### config.mk
export PLATFORM = sky130hd
export DESIGN_NAME = clock_reset_sequencer
export DESIGN_NICKNAME = d
export VERILOG_FILES = /design/src/rtl/clock_reset_sequencer.sv
export SDC_FILE = /design/constraint.sdc
export NUM_CORES = 1
export LEC_CHECK = 0
export ABC_CLOCK_PERIOD_IN_PS = 6280
export BUFFER_PORTS_ARGS = -buffer_cell sky130_fd_sc_hd__buf_2
export CAP_MARGIN = 40
export CORE_UTILIZATION = 41
export DETAILED_ROUTE_END_ITERATION = 8
export SLEW_MARGIN = 20
export SYNTH_ARGS = -nofsm -noshare
export SYNTH_HDL_FRONTEND = slang
export SYNTH_SLANG_ARGS = --single-unit
### constraint.sdc
create_clock -name clk -period 6.28 [get_ports clk]
set_input_delay 0 -clock clk [delete_from_list [all_inputs] [get_ports clk]]
set_output_delay 0 -clock clk [all_outputs]
set_load 0.01 [all_outputs]
### src/rtl/clock_reset_sequencer.sv
// Power-up sequencer: holds the board in reset, kicks the clock-cleaner load,
// waits for cleaner and MMCM lock, then releases the domain resets one by one.
module clock_reset_sequencer #(
    parameter int NUM_DOMAINS     = 2,
    parameter int POR_CYCLES      = 125000000,
    parameter int SYNC_STAGES     = 3,
    parameter int LOCK_FILTER     = 16,
    parameter int MMCM_RST_CYCLES = 16,
    parameter int LOCK_TIMEOUT    = 1250000,
    parameter int MAX_RETRIES     = 3,
    parameter int RELEASE_GAP     = 8
) (
    input  logic                   clk,
    input  logic                   rst_n,
    input  logic                   cc_locked,
    input  logic                   mmcm_locked,
    input  logic                   soc_ready,
    input  logic                   cfg_done,
    output logic                   cfg_start,
    output logic                   mmcm_rst,
    output logic [NUM_DOMAINS-1:0] domain_rst,
    output logic [2:0]             state,
    output logic [7:0]             retry_count,
    output logic [15:0]            lock_loss_count,
    output logic                   fault
);

    typedef enum logic [2:0] {
        S_POR       = 3'd0,
        S_CONFIG    = 3'd1,
        S_WAIT_CC   = 3'd2,
        S_MMCM_RST  = 3'd3,
        S_WAIT_MMCM = 3'd4,
        S_RELEASE   = 3'd5,
        S_RUN       = 3'd6,
        S_FAULT     = 3'd7
    } state_e;

    localparam int FW       = $clog2(LOCK_FILTER + 1);
    localparam int LAST_REL = (NUM_DOMAINS - 1) * RELEASE_GAP;

    logic [SYNC_STAGES-1:0] cc_sync_q, mm_sync_q, soc_sync_q;
    logic                   cc_s, mm_s, soc_s;

    always_ff @(posedge clk or negedge rst_n) begin
        if (!rst_n) begin
            cc_sync_q  <= '0;
            mm_sync_q  <= '0;
            soc_sync_q <= '0;
        end else begin
            cc_sync_q  <= {cc_sync_q[SYNC_STAGES-2:0], cc_locked};
            mm_sync_q  <= {mm_sync_q[SYNC_STAGES-2:0], mmcm_locked};
            soc_sync_q <= {soc_sync_q[SYNC_STAGES-2:0], soc_ready};
        end
    end

    assign cc_s  = cc_sync_q[SYNC_STAGES-1];
    assign mm_s  = mm_sync_q[SYNC_STAGES-1];
    assign soc_s = soc_sync_q[SYNC_STAGES-1];

    // Lock qualifiers: index 0 = cleaner, 1 = MMCM. Any low sample drops ok at once.
    logic [1:0]         flt_in;
    logic [1:0][FW-1:0] flt_cnt_q;
    logic [1:0]         flt_ok_q;
    logic               cc_ok, mm_ok;

    assign flt_in = {mm_s, cc_s};

    always_ff @(posedge clk or negedge rst_n) begin
        if (!rst_n) begin
            flt_cnt_q <= '0;
            flt_ok_q  <= '0;
        end else begin
            for (int k = 0; k < 2; k++) begin
                if (!flt_in[k]) begin
                    flt_cnt_q[k] <= '0;
                    flt_ok_q[k]  <= 1'b0;
                end else if (flt_cnt_q[k] == FW'(LOCK_FILTER - 1)) begin
                    flt_ok_q[k]  <= 1'b1;
                end else begin
                    flt_cnt_q[k] <= flt_cnt_q[k] + 1'b1;
                end
            end
        end
    end

    assign cc_ok = flt_ok_q[0];
    assign mm_ok = flt_ok_q[1];

    state_e                 state_q, state_d;
    logic [31:0]            timer_q, timer_d;
    logic [7:0]             retry_q, retry_d;
    logic [15:0]            loss_q, loss_d;
    logic                   cfg_start_q, cfg_start_d;
    logic                   mmcm_rst_q, mmcm_rst_d;
    logic                   fault_q, fault_d;
    logic [NUM_DOMAINS-1:0] drst_q, drst_d;

    always_comb begin
        state_d = state_q;
        timer_d = timer_q + 32'd1;
        retry_d = retry_q;
        loss_d  = loss_q;
        case (state_q)
            S_POR:      if (timer_q == 32'(POR_CYCLES - 1)) state_d = S_CONFIG;
            S_CONFIG:   if (cfg_done) state_d = S_WAIT_CC;
            S_WAIT_CC:  if (cc_ok) state_d = S_MMCM_RST;
            S_MMCM_RST: if (timer_q == 32'(MMCM_RST_CYCLES - 1)) state_d = S_WAIT_MMCM;
            S_WAIT_MMCM: begin
                if (mm_ok && soc_s) begin
                    state_d = (NUM_DOMAINS == 1) ? S_RUN : S_RELEASE;
                end else if (mm_ok) begin
                    timer_d = timer_q;  // locked but SoC not ready: timeout paused
                end else if (timer_q == 32'(LOCK_TIMEOUT - 1)) begin
                    retry_d = retry_q + 8'd1;
                    state_d = (retry_d == 8'(MAX_RETRIES)) ? S_FAULT : S_MMCM_RST;
                end
            end
            S_RELEASE, S_RUN: begin
                if (!cc_ok) begin
                    state_d = S_WAIT_CC;
                    loss_d  = (loss_q == 16'hFFFF) ? loss_q : loss_q + 16'd1;
                end else if (!mm_ok) begin
                    state_d = S_MMCM_RST;
                    loss_d  = (loss_q == 16'hFFFF) ? loss_q : loss_q + 16'd1;
                end else if (!soc_s) begin
                    state_d = S_WAIT_MMCM;
                end else if (state_q == S_RELEASE && timer_q + 32'd1 == 32'(LAST_REL)) begin
                    state_d = S_RUN;
                end
            end
            S_FAULT:    timer_d = timer_q;
            default:    state_d = S_POR;
        endcase

        if (state_d != state_q) timer_d = 32'd0;
        if (state_d == S_RUN && state_q != S_RUN) retry_d = 8'd0;

        // Outputs are computed from the next state so they line up with it.
        cfg_start_d = (state_q == S_POR) && (state_d == S_CONFIG);
        mmcm_rst_d  = (state_d == S_POR) || (state_d == S_CONFIG) || (state_d == S_WAIT_CC) ||
                      (state_d == S_MMCM_RST) || (state_d == S_FAULT);
        fault_d     = (state_d == S_FAULT);
        drst_d      = '1;
        if (state_d == S_RUN) begin
            drst_d = '0;
        end else if (state_d == S_RELEASE) begin
            for (int i = 0; i < NUM_DOMAINS; i++) drst_d[i] = (timer_d < 32'(i * RELEASE_GAP));
        end
    end

    always_ff @(posedge clk or negedge rst_n) begin
        if (!rst_n) begin
            state_q     <= S_POR;
            timer_q     <= '0;
            retry_q     <= '0;
            loss_q      <= '0;
            cfg_start_q <= 1'b0;
            mmcm_rst_q  <= 1'b1;
            fault_q     <= 1'b0;
            drst_q      <= '1;
        end else begin
            state_q     <= state_d;
            timer_q     <= timer_d;
            retry_q     <= retry_d;
            loss_q      <= loss_d;
            cfg_start_q <= cfg_start_d;
            mmcm_rst_q  <= mmcm_rst_d;
            fault_q     <= fault_d;
            drst_q      <= drst_d;
        end
    end

    assign state           = state_q;
    assign retry_count     = retry_q;
    assign lock_loss_count = loss_q;
    assign cfg_start       = cfg_start_q;
    assign mmcm_rst        = mmcm_rst_q;
    assign fault           = fault_q;
    assign domain_rst      = drst_q;

endmodule

==> results.yml, run 1 <==
status:
  outcome: "complete, no violations"
sta:
  slew-limit-headroom: 0.4535
  final_hold_viol_count: 0
  tightest_slew_ns: 0.8136
  period_needed_ns: 3.922
  slew_viol_final: 0
  fin_ws_ns: 2.358
  finalCritPeriodShare: 0.6246
  rsz0062_at_grt: "no"
  fmax_ghz: 0.2550
  tns_ns: 0
  setup_viol: 0
  finClkSkew_ns: 0.01044
worst_setup_path:
  crit_top_cell: "or4_1"
  worstPathArrival_ns: 4.19
  cp_slowest_cell: "or4_1"
  critical_path.max_fanout: 33
  startpoint_type: "flop"
  worstSetupEndpointType: "flop"
  cpPeakStageDelay_ns: 0.75
  timing.critical_path.cells: "nand4_2 -> or4_1 -> o21ai_1 -> nand4_1 -> or4_1 -> o32ai_1 -> a211o_2 -> a21oi_1 -> o211ai_1"
  r2r_end: "domain_rst[1]"
  crit_type: "flop to flop"
  reg2reg_depth: 9
  rrSetupSlack_ns: 2.36
  cp.required_ns: 6.55
  r2r_start: "timer_q[6]"
cells_and_area:
  area_delta_synth_final_pct: 11.11
  fillers: 1265
  diodes: 0
  drive_above_1_share: 0.1238
  fin_nets: 648
floorplanning:
  dieArea_sq_um: 13840
  start_util: 0.4276
  ioPinCount: 38
  die_w_microns: 117.7
  die_h_microns: 117.7
  core-area_sq_um: 12820
  rows: 41
route:
  drc: 0
  num_vias: 4713
  drt_iter0_markers: 288
  wl_per_cell_microns: 17.59
  ant_nets: 0
  via_per_inst: 5.819
  drt-total-wl_mm: 14.25
  first_pass_iters: 5
power:
  internal-power_uw: 998.4
  combPwrFrac: 0.197
  power_leakage_uw: 0.002498
  power_switching_uw: 500.8
  swShare: 0.3341
  total_power_uw: 1499
  power_density_nw_per_um2: 246.0
  seqPwrFrac: 0.448
  vdd_drop_max_mv: 0.1310
  p_clk_frac: 0.355
global_routing:
  grt_util_met2: 0.3305
  busiest_layer: "met2"
  antenna_found_initial: 0
  grt_max_degree: 40
  grtUsageTotal: 0.2144
  grt_pass1_wl_mm: 23.47
  grt_pass1_vias: 4489
  gr-total-overflow: 0
  use_met1: 0.2884
  use_met3: 0.03246
synthesis:
  ys.flop_type: "dfrtp_1"
  synth_edf_count: 0
  ys_top_cells_by_area: "dfrtp_1 (37%), xnor2_1 (8.0%), nor2_1 (5.1%)"
  ys_warn_count: 0
  synth_top_area_share: 0.3742
  synthCells: 614
  ys_ff_latch: 85
  yosys.area.top_type: "dfrtp_1"
  avgSynthCellArea_sq_um: 8.932
  yosysMostFrequentCell: "dfrtp_1"
  synth_area_sq_um: 5484
  synthesis.nets: 629
  yosys-top-cells-count: "dfrtp_1 (82), nor2_1 (75), xnor2_1 (50)"
  synthDistinctLibCells: 65
  synth-async-reset-ratio: 1.000
  ys_seq_area_frac: 0.3885
clock_tree:
  cts.path.max_buffers: 2
  ctsResizeCount: 0
  path_clk_slew_ns: 0.07
  clock_sinks: 85
  insertion_delay_ns: 0.35
  h-tree-depth: 3
  cts_buffers: 9
  clock-root-buffer: "clkbuf_16"
  cts_tree: "done"
hold_path:
  hold_depth: 7
  min_from: "cfg_done"
  min_path_type: "input pin to flop"
  whs_endpoint: "state[1]"
placement:
  dp_hpwl_mm: 10.28
  port_buffers: 37
  place_congestion: 0.9203
  place_ws_ns: 2.318
run:
  max_cap_viol_count: 0
state kept, by name (all words and copies together), names as in the netlist:
register and flops:
flt_ok_q 2, timer_q 32, mm_sync_q 3, soc_sync_q 3, fault 1, domain_rst 2
lock_loss_count 16, cfg_start 1, retry_count 8, cc_sync_q 3, flt_cnt_q 10, mmcm_rst 1
state 3
layer usage:
layer | part of all wire | vias to the layer above
met3 | 0.052 | 34
met2 | 0.45 | 140
met4 | 0.034 | 0
li1 | - | 2258
met1 | 0.46 | 2281
met5 | 0 | -
per-stage QoR:
step,utilization,std cells,hold WS (ns),area [sq um]
final,0.4751,810,0.2158,6093
after global routing,0.4751,810,0.2860,6093
after CTS,0.4751,810,0.2091,6093
after detailed placement,0.4484,789,-0.1753,5751
after global placement,0.4468,788,-0.1778,5731
after floorplan,-,614,-0.2956,5484
critical path: cells and delay by family, from the launching register on:
family | cells | cell delay (ns)
AND/OR/NAND/NOR | 4 | 1.80
AO/OA/AOI/OAI | 5 | 1.34
flip-flops | 1 | 0.69
kinds of logic (layout without fill, tap and decap cells):
| logic type | count (synthesis) | count (layout) | synth area share |
|---|---|---|---|
| AOI/OAI and AO/OA | 79 | 79 | 0.1034 |
| xor gates and xnor gates | 79 | 79 | 0.1262 |
| adders and majority gates | 9 | 9 | 0.02053 |
| buffers and inverters | 48 | 72 | 0.03947 |
| DFF | 85 | 85 | 0.3885 |
| muxes | 6 | 6 | 0.01118 |
| and+or+nand+nor | 308 | 308 | 0.3107 |
worst max path at each step:
stage / start / endpoint / slack, ns / cells after the start
after floorplan: timer_q[0] / retry_count[1] / 3.22 / 11
after global placement: timer_q[22] / domain_rst[1] / 2.29 / 9
after detailed placement: timer_q[22] / domain_rst[1] / 2.32 / 9
after CTS: timer_q[22] / domain_rst[1] / 2.31 / 9
after global routing: timer_q[6] / domain_rst[1] / 2.09 / 9
final: timer_q[6] / domain_rst[1] / 2.36 / 9
power groups by stage:
stage | Clock (uW) | Sequential (uW) | Combinational, uW
finish | 532 | 672 | 295
floorplan | 0 | 624 | 268
CTS | 544 | 669 | 296
global route | 564 | 680 | 337
detailed placement | 0 | 679 | 291
global placement | 0 | 677 | 289
cell usage in the layout, fill, tap and decap left out, types with 9 or more instances in the layout:
cell type	synthesis	final
dfrtp_1	82	82
nor2_1	75	75
xnor2_1	50	50
nand2_1	45	45
nand4_1	37	37
buf_2	8	36
xor2_1	29	29
nand3_1	25	25
nor3_1	22	22
and2_1	18	18
o21ai_0	16	16
and3_1	15	15
nor4_1	11	11
inv_1	10	10
a31oi_1	10	10
or4_1	9	9
and4_1	9	9
ha_1	9	9
clkbuf_16	0	9
area by class of cell:
| cell class | count | area [sq um] | share of cell area |
|---|---|---|---|
| Timing Repair Buffer | 46 | 280.3 | 0.04600 |
| Tap cell | 172 | 215.2 | 0.03532 |
| Sequential cell | 85 | 2131 | 0.3497 |
| Inverter | 10 | 37.54 | 0.006160 |
| Clock buffer | 10 | 239.0 | 0.03922 |
| Multi-Input combinational cell | 481 | 3137 | 0.5148 |
| Clock inverter | 6 | 53.80 | 0.008830 |
repair_timing:
| action | in CTS | in global routing |
|---|---|---|
| endpoints found under the hold margin | 46 | 0 |
| buffers inserted | 0 | 0 |
| hold buffers | 5 | 0 |
No activity file was read; power rests on OpenSTA's default activity.
==> inputs of run 2 (changes only) <==
Settings changed: ABC_CLOCK_PERIOD_IN_PS 6280 to 3740.
Clock period 6.28 ns to 3.74 ns, I/O delays scaled along.
==> results.yml, run 2 (synthesis results as in run 1) <==
status:
  outcome: "complete, no violations"
cells_and_area:
  area_delta_synth_final_pct: 14.05
  fin_nets: 672
  layout_common_cells: "dfrtp_1 (82), nor2_1 (75), xnor2_1 (50)"
  register_area_sq_um: 2131
  regMostFlops: "timer_q"
  stdcell_area_sq_um: 6255
  diodes: 0
  final_common_cell: "dfrtp_1"
  largest_reg_flops: 32
  drive_above_1_share: 0.1556
  fillers: 1222
  multi_input_area_sq_um: 3137
  final_util: 0.4877
worst_setup_path:
  cp.required_ns: 4.00
  cpPeakStageDelay_ns: 0.68
  cp_num_buf_inv: 0
  crit_type: "flop to flop"
  cp.depth: 9
  timing.critical_path.cells: "nand4_1 -> or4_1 -> nor3_1 -> nand4_1 -> xor2_1 -> o2111ai_1 -> nor3_1 -> a21oi_1 -> o211ai_1"
  cp_top_family: "simple AND/OR/NAND/NOR gates"
  startpoint_type: "flop"
  reg2reg_depth: 9
  cp_slowest_cell: "or4_1"
  critical_path.max_fanout: 13
  worstSetupEndpointType: "flop"
  worstPathArrival_ns: 3.77
sta:
  rsz0062_at_grt: "no"
  final_hold_viol_count: 0
  fmax_ghz: 0.2855
  period_needed_ns: 3.502
  slew-limit-headroom: 0.4957
  finClkSkew_ns: 0.006356
  finalCritPeriodShare: 0.9364
  setup_viol: 0
  tns_ns: 0
  tightest_slew_ns: 0.7495
  slew_viol_final: 0
  fin_hold_ws_ns: 0.1893
clock_tree:
  hold_buffers: 4
  clock-root-buffer: "clkbuf_16"
  clock_sinks: 85
  h-tree-depth: 3
  cts_buffers: 9
  post_cts_buffers: 0
  insertion_delay_ns: 0.35
  cts_tree: "done"
  cts.path.max_buffers: 2
  path_clk_slew_ns: 0.06
  ctsResizeCount: 0
route:
  met1Wirelength_mm: 6.911
  drt_iter0_markers: 390
  met3_length_microns: 882
  met2_length_mm: 6.361
  ant_nets: 0
  drc: 0
  first_pass_iters: 5
  drt-total-wl_mm: 14.46
  num_vias: 4795
  wl_per_cell_microns: 17.34
  top_layer_used: "met4"
  via_per_inst: 5.749
floorplanning:
  start_util: 0.4276
  rows: 41
  die_w_microns: 117.7
  die_h_microns: 117.7
  ioPinCount: 38
  core-area_sq_um: 12820
  dieArea_sq_um: 13840
global_routing:
  grtUsageTotal: 0.2199
  grt_pass1_vias: 4552
  antenna_found_initial: 0
  gr-total-overflow: 0
  grt_pass1_wl_mm: 24.07
  grt_max_degree: 47
placement:
  place_congestion: 0.9672
  dp_hpwl_mm: 10.58
  postPlaceCellArea_sq_um: 5923
  port_buffers: 37
power:
  power_leakage_uw: 0.002616
  power_density_nw_per_um2: 407.8
  vdd_drop_max_mv: 0.4176
  total_power_uw: 2551
run:
  max_cap_viol_count: 0
hold_path:
  hold_depth: 7
  min_path_type: "input pin to flop"
==> run 2: worst paths after layout <==
kind | slack [ns] | startpoint | to
setup / recovery | 0.24 | timer_q[7] | domain_rst[1]
hold / removal | 0.19 | cfg_done | state[1]
setup reg to reg | 0.24 | timer_q[7] | domain_rst[1]
hold reg to reg | 0.35 | cc_sync_q[0] | cc_sync_q[1]
max in group asynchronous | 2.59 | rst_n | domain_rst[0]
min in group asynchronous | 0.20 | rst_n | lock_loss_count[8]
==> run 2: where the power goes <==
| part | internal [uW] | total (uW) | switching (uW) |
|---|---|---|---|
| clock network | 518 | 910 | 392 |
| registers | 978 | 1110 | 129 |
| logic | 225 | 534 | 309 |
==> run 2: metrics by stage <==
| stage | setup slack (ns) | std cells |
|---|---|---|
| after floorplan | 0.6800 | 614 |
| after global placement | 0.3252 | 813 |
| after detailed placement | 0.3458 | 814 |
| after CTS | 0.2980 | 834 |
| after global routing | 0.02318 | 834 |
| final | 0.2377 | 834 |
==> run 2: layer usage <==
layer | vias to the layer above | global-route usage
li1 | 2293 | -
met1 | 2296 | 0.3132
met2 | 186 | 0.3261
met3 | 20 | 0.04942
met4 | 0 | 0.07612
met5 | - | 0
==> run 2: final cells by class <==
type                       count  share of cell area
clock buffer                  10             0.03661
clock inverter                 6             0.01000
multi-input combinational    481              0.5015
timing repair buffer          70             0.07081
tap                          172             0.03441
inverter                      10            0.006001
sequential                    85              0.3407
==> run 2: worst min-delay path, delay by kind of cell <==
family          cells  cell delay (ns)
compound gates      3             0.27
buf+inv             2             0.14
simple gates        2             0.09
==> inputs of run 3 (changes only) <==
Settings changed: PLACE_DENSITY set to 0.56.
==> results.yml, run 3 (synthesis results as in run 1) <==
clock_tree:
  cts.path.max_buffers: 2
  post_cts_buffers: 0
  h-tree-depth: 3
  clock-root-buffer: "clkbuf_16"
  cts_tree: "done"
  cts_buffers: 9
  clock_sinks: 85
  ctsResizeCount: 0
  insertion_delay_ns: 0.36
  path_clk_slew_ns: 0.07
hold_path:
  min_path_type: "input pin to async pin"
worst_setup_path:
  rrSetupSlack_ns: 0.32
  r2r_start: "timer_q[0]"
  r2r_end: "retry_count[1]"
  startpoint_type: "flop"
  cp.required_ns: 3.96
  worstSetupEndpointType: "flop"
  worstPathArrival_ns: 3.64
  reg2reg_depth: 10
  critical_path.max_fanout: 8
  crit_type: "flop to flop"
global_routing:
  antenna_found_initial: 0
  grtUsageTotal: 0.2234
  grt_max_degree: 49
  grt_pass1_vias: 4650
  grt_pass1_wl_mm: 24.41
  gr-total-overflow: 0
floorplanning:
  rows: 41
  dieArea_sq_um: 13840
  start_util: 0.4276
  die_h_microns: 117.7
  core-area_sq_um: 12820
  ioPinCount: 38
  die_w_microns: 117.7
route:
  num_vias: 4756
  wl_per_cell_microns: 17.56
  first_pass_iters: 5
  ant_nets: 0
  via_per_inst: 5.703
  drc: 0
  drt-total-wl_mm: 14.65
  drt_iter0_markers: 439
cells_and_area:
  largest_reg_flops: 32
  fin_nets: 672
  area_delta_synth_final_pct: 14.99
  regMostFlops: "timer_q"
  diodes: 0
  layout_common_cells: "dfrtp_1 (82), nor2_1 (75), xnor2_1 (50)"
  final_common_cell: "dfrtp_1"
  drive_above_1_share: 0.1571
sta:
  fin_ws_ns: 0.3160
  slew_viol_final: 0
  slew-limit-headroom: 0.5266
  final_hold_viol_count: 0
  fmax_ghz: 0.2921
  tns_ns: 0
  rsz0062_at_grt: "no"
  period_needed_ns: 3.424
  finClkSkew_ns: 0.007575
  finalCritPeriodShare: 0.9155
  setup_viol: 0
  tightest_slew_ns: 0.7101
status:
  outcome: "complete, no violations"
placement:
  place_ws_ns: 0.3578
  port_buffers: 37
  place_congestion: 0.9442
  dp_hpwl_mm: 10.80
power:
  power_leakage_uw: 0.002630
  power_density_nw_per_um2: 408.5
  vdd_drop_max_mv: 0.2488
run:
  max_cap_viol_count: 0
run 3: changes by cell type in the layout (fill, tap and decap cells not counted), sizes merged:
cell      change
clkinvlp      +1
inv           +2
clkinv        -2
clkbuf        -1
run 3: through the flow:
step | power (uW) | util | instance area (sq um) | hold slack, ns | cells
CTS | 2600 | 0.4917 | 6306 | 0.1719 | 834
global placement | 1652 | 0.4624 | 5931 | 0.1076 | 813
detailed placement | 1655 | 0.4646 | 5958 | 0.01015 | 814
floorplan | 1499 | - | 5484 | -0.2956 | 614
finish | 2576 | 0.4917 | 6306 | 0.1601 | 834
global route | 2728 | 0.4917 | 6306 | 0.2067 | 834
run 3: worst max-delay path by stage:
stage / from / to / slack [ns] / cells past startpoint
finish: timer_q[0] / retry_count[1] / 0.32 / 10
global route: timer_q[0] / retry_count[1] / 0.05 / 10
CTS: timer_q[0] / retry_count[6] / 0.34 / 10
detailed placement: timer_q[0] / retry_count[6] / 0.36 / 10
global placement: timer_q[0] / retry_count[1] / 0.43 / 10
floorplan: timer_q[0] / retry_count[1] / 0.68 / 11
run 3: where the power goes:
group / leakage [uW] / internal (uW) / switching [uW] / total (uW)
sequential: 0.00109 / 978 / 128 / 1110
combinational: 0.00139 / 239 / 306 / 546
clock: 0.000150 / 528 / 396 / 925
run 3: final cells by class:
type | instances | area [sq um]
Tap cell | 172 | 215.2
Multi-Input combinational cell | 481 | 3137
Fill cell | 1236 | 6519
Timing Repair Buffer | 70 | 478.0
Clock buffer | 9 | 225.2
Inverter | 10 | 37.54
Sequential cell | 85 | 2131
Clock inverter | 7 | 82.58
run 3: critical path, cell delays in order (launching register included):
cell and delay [ns]:
dfrtp_1 0.44, ha_1 0.32, nand4_1 0.24, nor4_4 0.60, and4_1 0.27, o21ai_0 0.06, or4_1 0.55, nor2_2 0.20
a21oi_2 0.13, a211oi_4 0.39, a211oi_1 0.09
run 3: what timing repair did:
item                                    CTS  global route
hold buffers                              4             0
endpoints found under the setup margin    0             0
hold endpoints to repair                 40             0
run 3: metal layers:
metal,share of wire,vias up,global-route usage
met5,0,-,0
met4,0.034,0,0.1042
met3,0.051,40,0.04360
met2,0.45,153,0.3419
met1,0.46,2262,0.3033
li1,-,2301,-
